$ cat src/rtl/mem_port_arbiter.sv
// mem_port_arbiter: shares one memory port between fetch and data requesters, tracking the single outstanding read.
// Define MEMARB_ROUNDROBIN_EN for round-robin arbitration; otherwise data has fixed priority.
module mem_port_arbiter (
  input  logic        clk,
  input  logic        rst,
  input  logic        i_cmd_start,
  output logic        i_cmd_ready,
  input  logic [31:0] i_addr,
  output logic [31:0] i_rdata,
  output logic        i_rdata_valid,
  input  logic        d_cmd_start,
  input  logic        d_cmd_write,
  output logic        d_cmd_ready,
  input  logic [31:0] d_addr,
  input  logic [31:0] d_wdata,
  input  logic [31:0] d_wmask,
  output logic [31:0] d_rdata,
  output logic        d_rdata_valid,
  output logic        mem_cmd_start,
  output logic        mem_cmd_write,
  input  logic        mem_cmd_ready,
  output logic [31:0] mem_addr,
  output logic [31:0] mem_wdata,
  output logic [31:0] mem_wmask,
  input  logic [31:0] mem_rdata,
  input  logic        mem_rdata_valid
);
  typedef enum logic [1:0] {IDLE, WAIT_I, WAIT_D} state_t;
  state_t state;
  logic idle, gnt_i, gnt_d;
  assign idle = (state == IDLE) && !rst;
`ifdef MEMARB_ROUNDROBIN_EN
  logic last_d;
  assign gnt_d = idle && d_cmd_start && !(i_cmd_start && last_d);
`else
  assign gnt_d = idle && d_cmd_start;
`endif
  assign gnt_i = idle && i_cmd_start && !gnt_d;
  assign mem_cmd_start = gnt_i || gnt_d;
  assign mem_cmd_write = gnt_d && d_cmd_write;
  assign mem_addr = gnt_d ? d_addr : gnt_i ? i_addr : '1;
  assign mem_wdata = gnt_d ? d_wdata : '1;
  assign mem_wmask = gnt_d ? d_wmask : '1;
  assign i_cmd_ready = gnt_i && mem_cmd_ready;
  assign d_cmd_ready = gnt_d && mem_cmd_ready;
  assign i_rdata = mem_rdata;
  assign d_rdata = mem_rdata;
  assign i_rdata_valid = !rst && (state == WAIT_I) && mem_rdata_valid;
  assign d_rdata_valid = !rst && (state == WAIT_D) && mem_rdata_valid;
  always_ff @(posedge clk or posedge rst) begin
    if (rst) begin
      state <= IDLE;
`ifdef MEMARB_ROUNDROBIN_EN
      last_d <= 1'b1;
`endif
    end else begin
      if (state != IDLE && mem_rdata_valid) state <= IDLE;
      else if (i_cmd_ready) state <= WAIT_I;
      else if (d_cmd_ready) state <= d_cmd_write ? IDLE : WAIT_D;
`ifdef MEMARB_ROUNDROBIN_EN
      if (i_cmd_ready || d_cmd_ready) last_d <= d_cmd_ready;
`endif
    end
  end
endmodule

$ cat config.mk
export PLATFORM = sky130hd
export DESIGN_NAME = mem_port_arbiter
export DESIGN_NICKNAME = d
export VERILOG_FILES = /design/src/rtl/mem_port_arbiter.sv
export SDC_FILE = /design/constraint.sdc
export NUM_CORES = 1
export LEC_CHECK = 0
export ABC_AREA = 1
export CELL_PAD_IN_SITES_DETAIL_PLACEMENT = 1
export CELL_PAD_IN_SITES_GLOBAL_PLACEMENT = 1
export CORE_MARGIN = 10
export CORE_UTILIZATION = 10
export DETAILED_ROUTE_END_ITERATION = 10
export PLACE_DENSITY_LB_ADDON = 0.2
export SYNTH_ARGS = -nofsm -noshare
export SYNTH_HDL_FRONTEND = slang
export SYNTH_SLANG_ARGS = --single-unit
$ cat constraint.sdc
create_clock -name clk -period 3.3 [get_ports clk]
set_input_delay 0.66 -clock clk [delete_from_list [all_inputs] [get_ports clk]]
set_output_delay 0.66 -clock clk [all_outputs]
set_load 0.1 [all_outputs]
# Word-level counts from Yosys, hierarchy flattened
# Cells that the tools add are included.
[word_totals]
register_bits = 2
inputBits = 167
out_inout_bits = 166
[classes]
eq_ne = 2
mux = 8
n_reduce_logical = 18
[op_table]
columns = ["op", "n"]
rows = [
  ["$mux 32", 4],
  ["$logic_and 1x1->1", 12],
  ["$mux 2", 4],
  ["$reduce_bool 3->1", 1],
  ["$eq 2x1->1 const B", 1],
  ["$eq 2x2->1 const B", 1],
  ["$logic_not 1->1", 2],
  ["$logic_not 2->1", 1],
  ["$reduce_bool 2->1", 1],
  ["$logic_or 1x1->1", 1],
]

# Longest topological paths before layout
[depth]
ltp_word = 8
ltp_mapped = 7
ltp_nobuf = 6

# Least setup slack after synthesis
# Ideal clock, no wire load.
[synth_path]
path_kind = "input to output"
startpoint = "input rst"
endpoint = "output d_rdata_valid"
arrival_time_ps = 2946
t_required_ps = 2640
setup_slack_ps = -306
path_stages = 3
path_cell_list = "inv_1 nand2_1 nor3_1"
[synth_via]
elab_chain_cells = 3
[synth_rtl]
columns = ["item", "line", "source"]
rows = [
  ["from (decl)", "5", "input logic rst,"],
  ["$logic_not 1->1 (no source line)", "-", ""],
  ["$logic_and 1x1->1 (2 in series)", "49", "assign d_rdata_valid = !rst && (state == WAIT_D) && mem_rdata_valid;"],
  ["to (decl)", "18", "output logic d_rdata_valid,"],
]
# Every way passes these cells.

# Final worst setup path
[layout_path]
startpoint = "input rst"
endpoint = "output mem_wmask[8]"
[layout_via]
elab_chain_cells = 4
[layout_rtl]
columns = ["item", "line", "source"]
rows = [
  ["$logic_not 1->1 (no source line)", "-", ""],
  ["$logic_and 1x1->1", "31", "assign idle = (state == IDLE) && !rst;"],
  ["$logic_and 1x1->1", "36", "assign gnt_d = idle && d_cmd_start;"],
  ["$mux 32", "43", "assign mem_wmask = gnt_d ? d_wmask : '1;"],
  ["to (decl)", "24", "output logic [31:0] mem_wmask,"],
]
# Every way passes these cells.

==> summary.md <==
| Metric | Value |
|---|---|
| Initial antenna violation count | 0 |
| Die Height | 138 um |
| Root buffer cell | clkbuf_16 |
| Worst-margin pin slew | 0.306 ns |
| Die W | roughly 140 um |
| RSZ-0062 raised after global routing | no |
| Ys Warns | 0 |
| Post-Place Cells | around 540 |
| Crit end category | primary output |
| DRC | 0 |
| Top_reg_cell synth | dfrtp_1 |
| Largest cells by area after synthesis | buf_4 (34%), or2_2 (29%), o22a_1 (20%) |
| Ant diodes | 0 |
| Crit-path max cell delay | 0.40 ns |
| Mapped cell area | 1400 um^2 |
| Final WL | 10.6 mm |
| Max Root-Sink Buffers | 2 |
| Cells on Worst Hold Path | 2 |
| GR peak layer | met2 |
| DR vias/cell | 3.68 |
| Layout Area Growth over Synthesis | 227% |
| Share of synthesized registers carrying an async set or reset | 100% |
| Post-synth top area share | 34.3% |
| Total grt overflow | 0 |
| DP HPWL | roughly 9.7 mm |
| Critical-path top delay cell | clkdlybuf4s50_1 |
| Largest regs | state: 2 flops |
| Largest register FFs | 2 |
| GR Layer Usage met2 | 18.2% |
| Post-synth EDFFs | 0 |
| Worst path required time | 2.64 ns |
| Synth Area in Compound Gates | 20.4% |
| Met3 Usage GRT | 6.64% |
| Area of the core | about 14,000 um^2 |
| Worst clock skew | 0.000675 ns |
| Sequential share of the synthesized area | 3.58% |
| CP max FO | 40 |
| Synth Instances | 200 |
| H-tree level count | 1 |
| Final Max Tran Viols | 0 |
| # hold bufs at CTS | 0 |
| 1st-pass router iterations | 3 |
| Share of layout cells above drive strength 1 | 48.2% |
| Max IR drop VDD | about 0.21 mV |
| All-Layer GR Usage | 10.3% |
| Crit Path Class | in -> out |
| Synth Area in Adders | 0% |
| Clock sink total | 2 |
| CP arrival | 2.16 ns |
| Synth Area in XOR/XNOR | 0% |
| Via count | 2,006 |
| Worst hold slack | 0.622 ns |
| Initial Utilization | 10.2% |
| Die area | 19,100 um^2 |
| Status | finished, final reports clean |
| Post-synthesis mux area share | 0% |
| Relative slew slack | 79.4% |
| Post-CTS sizing | 0 |
| Setup TNS Final | 0 ns |
| Max Freq | ~350 MHz |
| Final ANT Viol Nets | 0 |
| Nets | 534 |
| Top reg by flops | state |
| Final Non-Filler Cells | approximately 550 |
| Via count of the first global-routing pass | 2,314 |
| Post-route cell area | 4580 um^2 |
| PD cells | ~550 nW/um^2 |
| GRT met1 Usage | 9.34% |
| Max_cap viols | 0 |
| Leading area contributor after synthesis | buf_4 |
| Final Hold Vio Count | 0 |
| CTS Buf Count | 3 |
| Syn nets | 367 |
| Worst hold path type | reg -> reg |
| Lkg Pwr | between 0.0015 and 0.002 uW |
| Top cells by count, synth | buf_4 (64), or2_2 (64), o22a_1 (32) |
| Drt first-iter violations | 19 |
| Yosys reg bits | 2 |
| DR WL/cell | between 15 and 20 um |
| Main combinational cell family by area after synthesis | buffers and inverters |
| I/O pins | between 300 and 400 |
| Crit path cell chain | clkdlybuf4s50_1, inv_1, nand3_4, buf_4, or2_2, buf_12 |
| Global-route wire length before repair | 15.6 mm |
| Mean Syn Cell Area | 6.99 um^2 |
| Final setup vio count | 0 |
| Yosys cell types | 17 |
| Period utilisation layout | 85.5% |
| Largest net degree at the start of global routing | 60 |
| Cell row count | 43 |
| I/O Buffers | 236 |
| CTS tree | done |
| Tmin final | ~2.8 ns |
| Crit path launch type | input pin |
| Post-Synth Simple-Gate Area | between 30% and 40% |
| Clk pin slew, worst setup/hold paths | 0.03 ns |
| Setup Buffers After CTS | 0 |
| Routability cong. | between 0.7 and 0.8 |
| Dpl cell area | 4510 um^2 |
| Worst R2R Path Depth | 6 |
| Latest clock arrival within the worst-skew pair | around 0.22 ns |
routing by layer:
layer,vias to the layer above,share of wire (%),wire length (um)
met5,-,0,0
met4,0,2.9,308
met3,30,15,1550
met2,183,49,5220
met1,872,33,3500
li1,921,-,-
cells by family (layout without fill, tap and decap cells):
logic type / count (synthesis) / after routing
and+or+nand+nor: 81 / 81
AOI/OAI and AO/OA: 33 / 33
buffers and inverters: 84 / 249
DFF: 2 / 2
placed cells by master (no fill, tap or decap), types with 2 or more instances in the layout:
| master | n |
|---|---|
| clkdlybuf4s50_1 | 134 |
| inv_1 | 7 |
| dfrtp_1 | 2 |
| nor2_1 | 5 |
| nand3_1 | 3 |
| buf_12 | 103 |
| o22a_1 | 32 |
| clkbuf_16 | 3 |
| buf_4 | 2 |
| nand2_1 | 4 |
| or2_2 | 64 |
critical path, delay by kind of cell:
kind                   cells  cell delay [ns]
AND/OR/NAND/NOR            2             0.46
buffers and inverters      4             1.02
path summary, 6_finish.rpt:
check | from | end | slack (ns)
setup / recovery | rst | mem_wmask[8] | 0.48
setup reg to reg | state[1] | state[0] | 1.86
hold reg to reg | state[1] | state[1] | 0.62
hold / removal | state[1] | state[1] | 0.62
min in group asynchronous | rst | state[1] | 0.67
max in group asynchronous | rst | state[0] | 2.43
per-stage QoR:
step / utilization [%] / setup WS (ns) / power (uW)
global route: 33.3 / 0.356 / 2590
finish: 33.3 / 0.477 / 2520
detailed placement: 32.7 / 0.448 / 2360
global placement: 32.7 / 0.493 / 2350
CTS: 33.3 / 0.443 / 2550
floorplan: - / 0.133 / 1780
power by group:
part,internal (uW),switching (uW),leakage [uW],total (uW)
registers,33.7,17.2,0.0000265,51.0
logic,834,1450,0.00182,2280
clock network,154,29.5,0.0000370,184
layout make-up:
cell class                      instances  area (um^2)
Inverter                                7         26.3
Clock buffer                            3         75.1
Sequential cell                         2         50.0
Multi-Input combinational cell        114          786
Fill cell                            1561         9190
Timing Repair Buffer                  239         3420
Tap cell                              180          225
Power figures use the tool's default switching activity.
==> variant 1: new RTL, same settings <==
Add a define of `MEMARB_ROUNDROBIN_EN`.
--- a/src/rtl/mem_port_arbiter.sv
+++ b/src/rtl/mem_port_arbiter.sv
@@ -1,4 +1,6 @@
 // mem_port_arbiter: shares one memory port between fetch and data requesters, tracking the single outstanding read.
 // Define MEMARB_ROUNDROBIN_EN for round-robin arbitration; otherwise data has fixed priority.
+`define MEMARB_ROUNDROBIN_EN
+
 module mem_port_arbiter (
   input  logic        clk,
Check against the original RTL: not equivalent (Yosys sat finds a counterexample within 4 cycles, from zero or initial values and one cycle with rst high).
==> variant 1 against the original RTL <==
Critical path depth is 1 higher. Final cell count is 19% higher. Cell area is 4.6% higher. Critical path type unchanged. Sequential cell count is 1 higher. Setup slack worse by 160 ps. Highest routed layer unchanged. Synthesized cell count is 36% higher. Combinational power is 22% higher. Worst hold slack worse by 130 ps. Total power is 21% higher. Wire length is 12% higher. Clock skew hardly changed. Sequential power is 76% higher. Count of clock-buffer cells in the layout is 1 higher. Synthesized area is 12% higher.
==> variant 1: results (changes against the original RTL) <==
[critical_path]
worstPathArrival_ps = 2320  ; +160 ps
slowest_delay_ps = 570  ; +170 ps
critical-path-top-delay-family = buffers and inverters
critPathMaxFanout = 32  ; -20%
cp_slowest_cell = clkdlybuf4s50_1

[clock_tree]
path_clk_slew_ps = 30  ; about the same
cts_buffer_depth = 2  ; unchanged
numCtsBuffers = 3  ; unchanged
cts_root_buf = clkbuf_16
cts_resized = 0  ; unchanged
postCtsSetupBuffers = 0  ; unchanged
clkLatencyLatePin_ps = 220  ; about the same

[routing]
drc = 0  ; unchanged
drtPass1Iterations = 4  ; +1
drt-initial-drc-count = 30  ; +11
vias_per_cell = 3.464  ; -5.9%
wire_per_inst_um = 18.34  ; -5.5%

[sta]
fin_skew_ps = 1.141  ; +0.4654 ps
max_slew.worst_pin.slew_ps = 398.0  ; +92.26 ps
hold_viol = 0  ; unchanged

[synth]
synth_fp_nets = 438  ; +19%
synth_common_cells = nor2_1 (67), buf_4 (64), or2_1 (64)
ys_async_sr_fraction_pct = 100.0  ; unchanged
ys_seq_area_share_pct = 4.853  ; +1.3 points
synth_cell_type_count = 17  ; unchanged
synth_fa_ha_area_share_pct = 0  ; unchanged
yosys-top-cells-area = buf_4 (31%), or2_1 (25%), nor2_1 (16%)
synth_ff_type = dfrtp_1
yosys_warnings = 0  ; unchanged
synth_compound_area_share_pct = 1.671  ; -19 points
muxShareOfSynthArea_pct = 0  ; unchanged

[place]
gp_congestion = 0.7926  ; +6.8%
io_buffers = 236  ; unchanged
hpwl_um = 10460  ; +8.2%
post-place-ws_ps = 277.4  ; -170.9 ps

[global_routing]
grt_pass1_vias = 2503  ; +8.2%
antenna_found_initial = 0  ; unchanged
grt_pass1_wl_um = 17280  ; +11%
grt_max_degree = 65  ; +8.3%
globalRouteTotalUtil_pct = 10.43  ; +0.097 points

[final_layout]
largest_registers = state x2, last_d x1
final_nets = 603  ; +13%
n_antenna_cell = 0  ; unchanged
drive_gt1_share_pct = 26.44  ; -22 points

[power]
p_leak_nw = 1.978  ; +5.3%
vdd_drop_max_mv = 0.2965  ; +39%

[min_path]
holdCritPathClass = reg -> reg

[status]
outcome = finished, final reports clean

## variant 1: layer usage
layer,vias up,wire length [um],track usage [%]
met4,0,250,2.022
met1,1000,3844,9.800
met2,116,6575,20.36
met3,27,1174,4.564
met5,-,0,0
li1,1095,-,-
## variant 1: cells by family (layout without fill, tap and decap cells)
family	Yosys count	in the layout
flops	3	3
buf+inv	87	251
simple gates	178	178
compound gates	3	3
## variant 1: cell type report
type                    instances  area, um^2
clock buffers                   4       78.83
fillers                      1761       10520
inverters                       7       26.28
multi-input cells             181       919.6
flip-flops and latches          3       76.32
well taps                     211       264.0
repair buffers                240        3426
## variant 1: stage by stage
step                utilization (%)  area (um^2)  instances
global route                  31.28         4791        646
finish                        31.28         4791        646
detailed placement            30.77         4712        642
floorplan                         -         1583        271
global placement              30.77         4712        642
CTS                           31.28         4791        646
## variant 1: worst reg2reg max path: cells and delay by family (launching register included)
family	cells	cell delay, ps
buffers and inverters	2	530
AOI/OAI and AO/OA	1	130
and+or+nand+nor	3	340
DFF	1	370
## variant 1: path summary, 6_finish.rpt
path | endpoint | cells after the start | slack (ps) | from
max reg2reg | state[1] | 6 | 1870 | last_d
min | last_d | 2 | 490 | last_d
min in group asynchronous | state[1] | 2 | 780 | rst
min reg2reg | last_d | 2 | 490 | last_d
max in group asynchronous | last_d | 2 | 2300 | rst
max | mem_addr[13] | 7 | 320 | rst
## variant 1: power breakdown
group	internal, mW	switching (mW)	leakage, nW
sequential	0.0600	0.0300	0.0370
combinational	0.954	1.82	1.90
clock	0.159	0.0288	0.0382
total	1.17	1.88	1.98
==> variant 2: new RTL, same settings <==
Made on the original files. Reset style: synchronous (`rst`), changed in one clocked block.
--- a/src/rtl/mem_port_arbiter.sv
+++ b/src/rtl/mem_port_arbiter.sv
@@ -48,5 +48,5 @@
   assign i_rdata_valid = !rst && (state == WAIT_I) && mem_rdata_valid;
   assign d_rdata_valid = !rst && (state == WAIT_D) && mem_rdata_valid;
-  always_ff @(posedge clk or posedge rst) begin
+  always_ff @(posedge clk) begin
     if (rst) begin
       state <= IDLE;
Check against the original RTL: no difference found for any inputs over 10 cycles, from zero or initial values and one cycle with rst high; that may be too few to reach the edited logic, so the function may still have changed.
==> variant 2 against the original RTL <==
Wire length rose by 5.7%. Critical endpoint is now mem_addr[1]. Utilization fell by 1.3 points. Final cell count rose by 12%. Cell area rose by 2.0%. Die area rose by 6.2%. First-iteration DRC count rose by 130%. Setup slack got worse by 150 ps. Synthesized area rose by 7.2%. Sequential cell count did not move. Critical path depth rose by 3.
Power is not compared: it rests on default switching activity, and its combinational part moved more than twofold at a synthesized area within 25%.
==> variant 2: results (changes against the original RTL) <==
[synth]
yosys_warnings = 0  ; unchanged
synth_ff_type = dfxtp_1
yosysMostFrequentCell = nor2_1
yosysTopAreaCell = buf_4
synth_fp_nets = 430  ; +17%
ys_seq_area_share_pct = 2.669  ; -0.91 points
synth_common_cells = nor2_1 (92), buf_4 (64), or2_1 (64)
yosys-top-cells-area = buf_4 (32%), or2_1 (27%), nor2_1 (23%)
ys_async_sr_fraction_pct = 0  ; -100 points
synth_cell_type_count = 18  ; +1

[sta]
max_slew.worst_pin.slew_ps = 286.8  ; -18.95 ps
fin_skew_ps = 0.4621  ; -0.2131 ps

[critical_path]
rr_endpoint = state[0]
critPathMaxFanout = 68  ; +70%
r2r_slack_ps = 1930  ; +70 ps
r2r_cells = 6  ; unchanged
critPathLaunch = rst
worstPathArrival_ps = 2310  ; +150 ps
worstSetupEndpoint = mem_addr[1]
r2r-start = state[0]

[global_routing]
globalRouteTotalUtil_pct = 10.36  ; +0.019 points
grt_max_degree = 69  ; +15%
met2_usage_pct = 19.73  ; +1.5 points
grt_util_met3_pct = 6.542  ; -0.10 points
grt_pass1_wl_um = 16060  ; +3.2%
use_met1_pct = 8.267  ; -1.1 points
grt_pass1_vias = 2517  ; +8.8%
antenna_found_initial = 1  ; +1

[clock_tree]
numCtsBuffers = 3  ; unchanged
cts_root_buf = clkbuf_16
clkLatencyLatePin_ps = 220  ; about the same
cts_resized = 0  ; unchanged
path_clk_slew_ps = 30  ; about the same
cts_buffer_depth = 2  ; unchanged
cts.htree.levels = 1  ; unchanged
postCtsSetupBuffers = 0  ; unchanged

[routing]
drtPass1Iterations = 4  ; +1
drt-initial-drc-count = 43  ; +24
num_vias = 2181  ; +8.7%
wire_per_inst_um = 18.24  ; -6.0%

[floorplan]
initial_core_util_pct = 10.24  ; +0.088 points

[place]
gp_congestion = 0.7320  ; -1.4%
io_buffers = 236  ; unchanged
hpwl_um = 10190  ; +5.4%

[final_layout]
final_nets = 598  ; +12%
n_antenna_cell = 0  ; unchanged
drive_gt1_share_pct = 29.14  ; -19 points
fillers = 1670  ; +7.0%
largest_registers = state x2

[power]
p_leak_nw = 1.960
vdd_drop_max_mv = 0.1102

[run]
cap_viol_max_count = 0  ; unchanged

[min_path]
holdCritPathClass = reg -> reg
holdPathStages = 2  ; unchanged

[status]
outcome = finished, final reports clean

variant 2: cell count changes after synthesis, sizes merged, moves of 2 or more:
cell	unedited run	this run
dfrtp	2	0
dfxtp	0	2
nand3	4	0
nor2	7	104
o22a	32	0
variant 2: where the power goes:
part	switching, mW	internal [mW]	leakage (nW)	total [mW]
registers	0.00121	0.0252	0.0162	0.0265
clock network	0.0316	0.155	0.0370	0.186
logic	0.606	0.405	1.91	1.01
variant 2: kinds of logic after synthesis:
group / count (synthesis) / synth area share (%)
compound gates: 3 / 1.418
buf+inv: 83 / 38.45
flops: 2 / 2.669
simple gates: 175 / 57.46
variant 2: worst max-delay path, cell delays in order:
cell and delay (ps):
clkdlybuf4s50_1 570, nor2_2 80, nand2_1 100, nor2_2 40, inv_2 90, buf_12 230
nor2_1 90, nor2_1 190, buf_12 210
variant 2: worst min-delay path by stage:
stage	slack, ps	startpoint	endpoint
after floorplan	510	state[1]	state[1]
after global placement	530	state[0]	state[0]
after detailed placement	550	state[0]	state[0]
after CTS	550	state[0]	state[0]
after global routing	590	state[0]	state[0]
final	550	state[0]	state[0]
variant 2: cell type report:
class	instances	area share, %
clock buffers	3	1.606
inverters	6	0.4818
multi-input cells	178	19.11
flip-flops and latches	2	0.8565
well taps	184	4.925
repair buffers	240	73.02
variant 2: stage by stage:
stage	area [um^2]	setup WS [ps]	cells	total power [mW]	hold WS [ps]
CTS	4674	310.9	613	1.242	549.2
global placement	4599	369.4	610	1.044	529.9
floorplan	1510	114.5	263	0.9343	505.4
global route	4674	184.2	613	1.267	593.9
detailed placement	4599	314.2	610	1.049	545.8
finish	4674	327.4	613	1.223	554.0
variant 2: metal layers:
metal | share of wire [%] | vias to the layer above
li1 | - | 1048
met1 | 29 | 935
met2 | 53 | 158
met3 | 16 | 38
met4 | 2.9 | 2
met5 | 0.063 | -
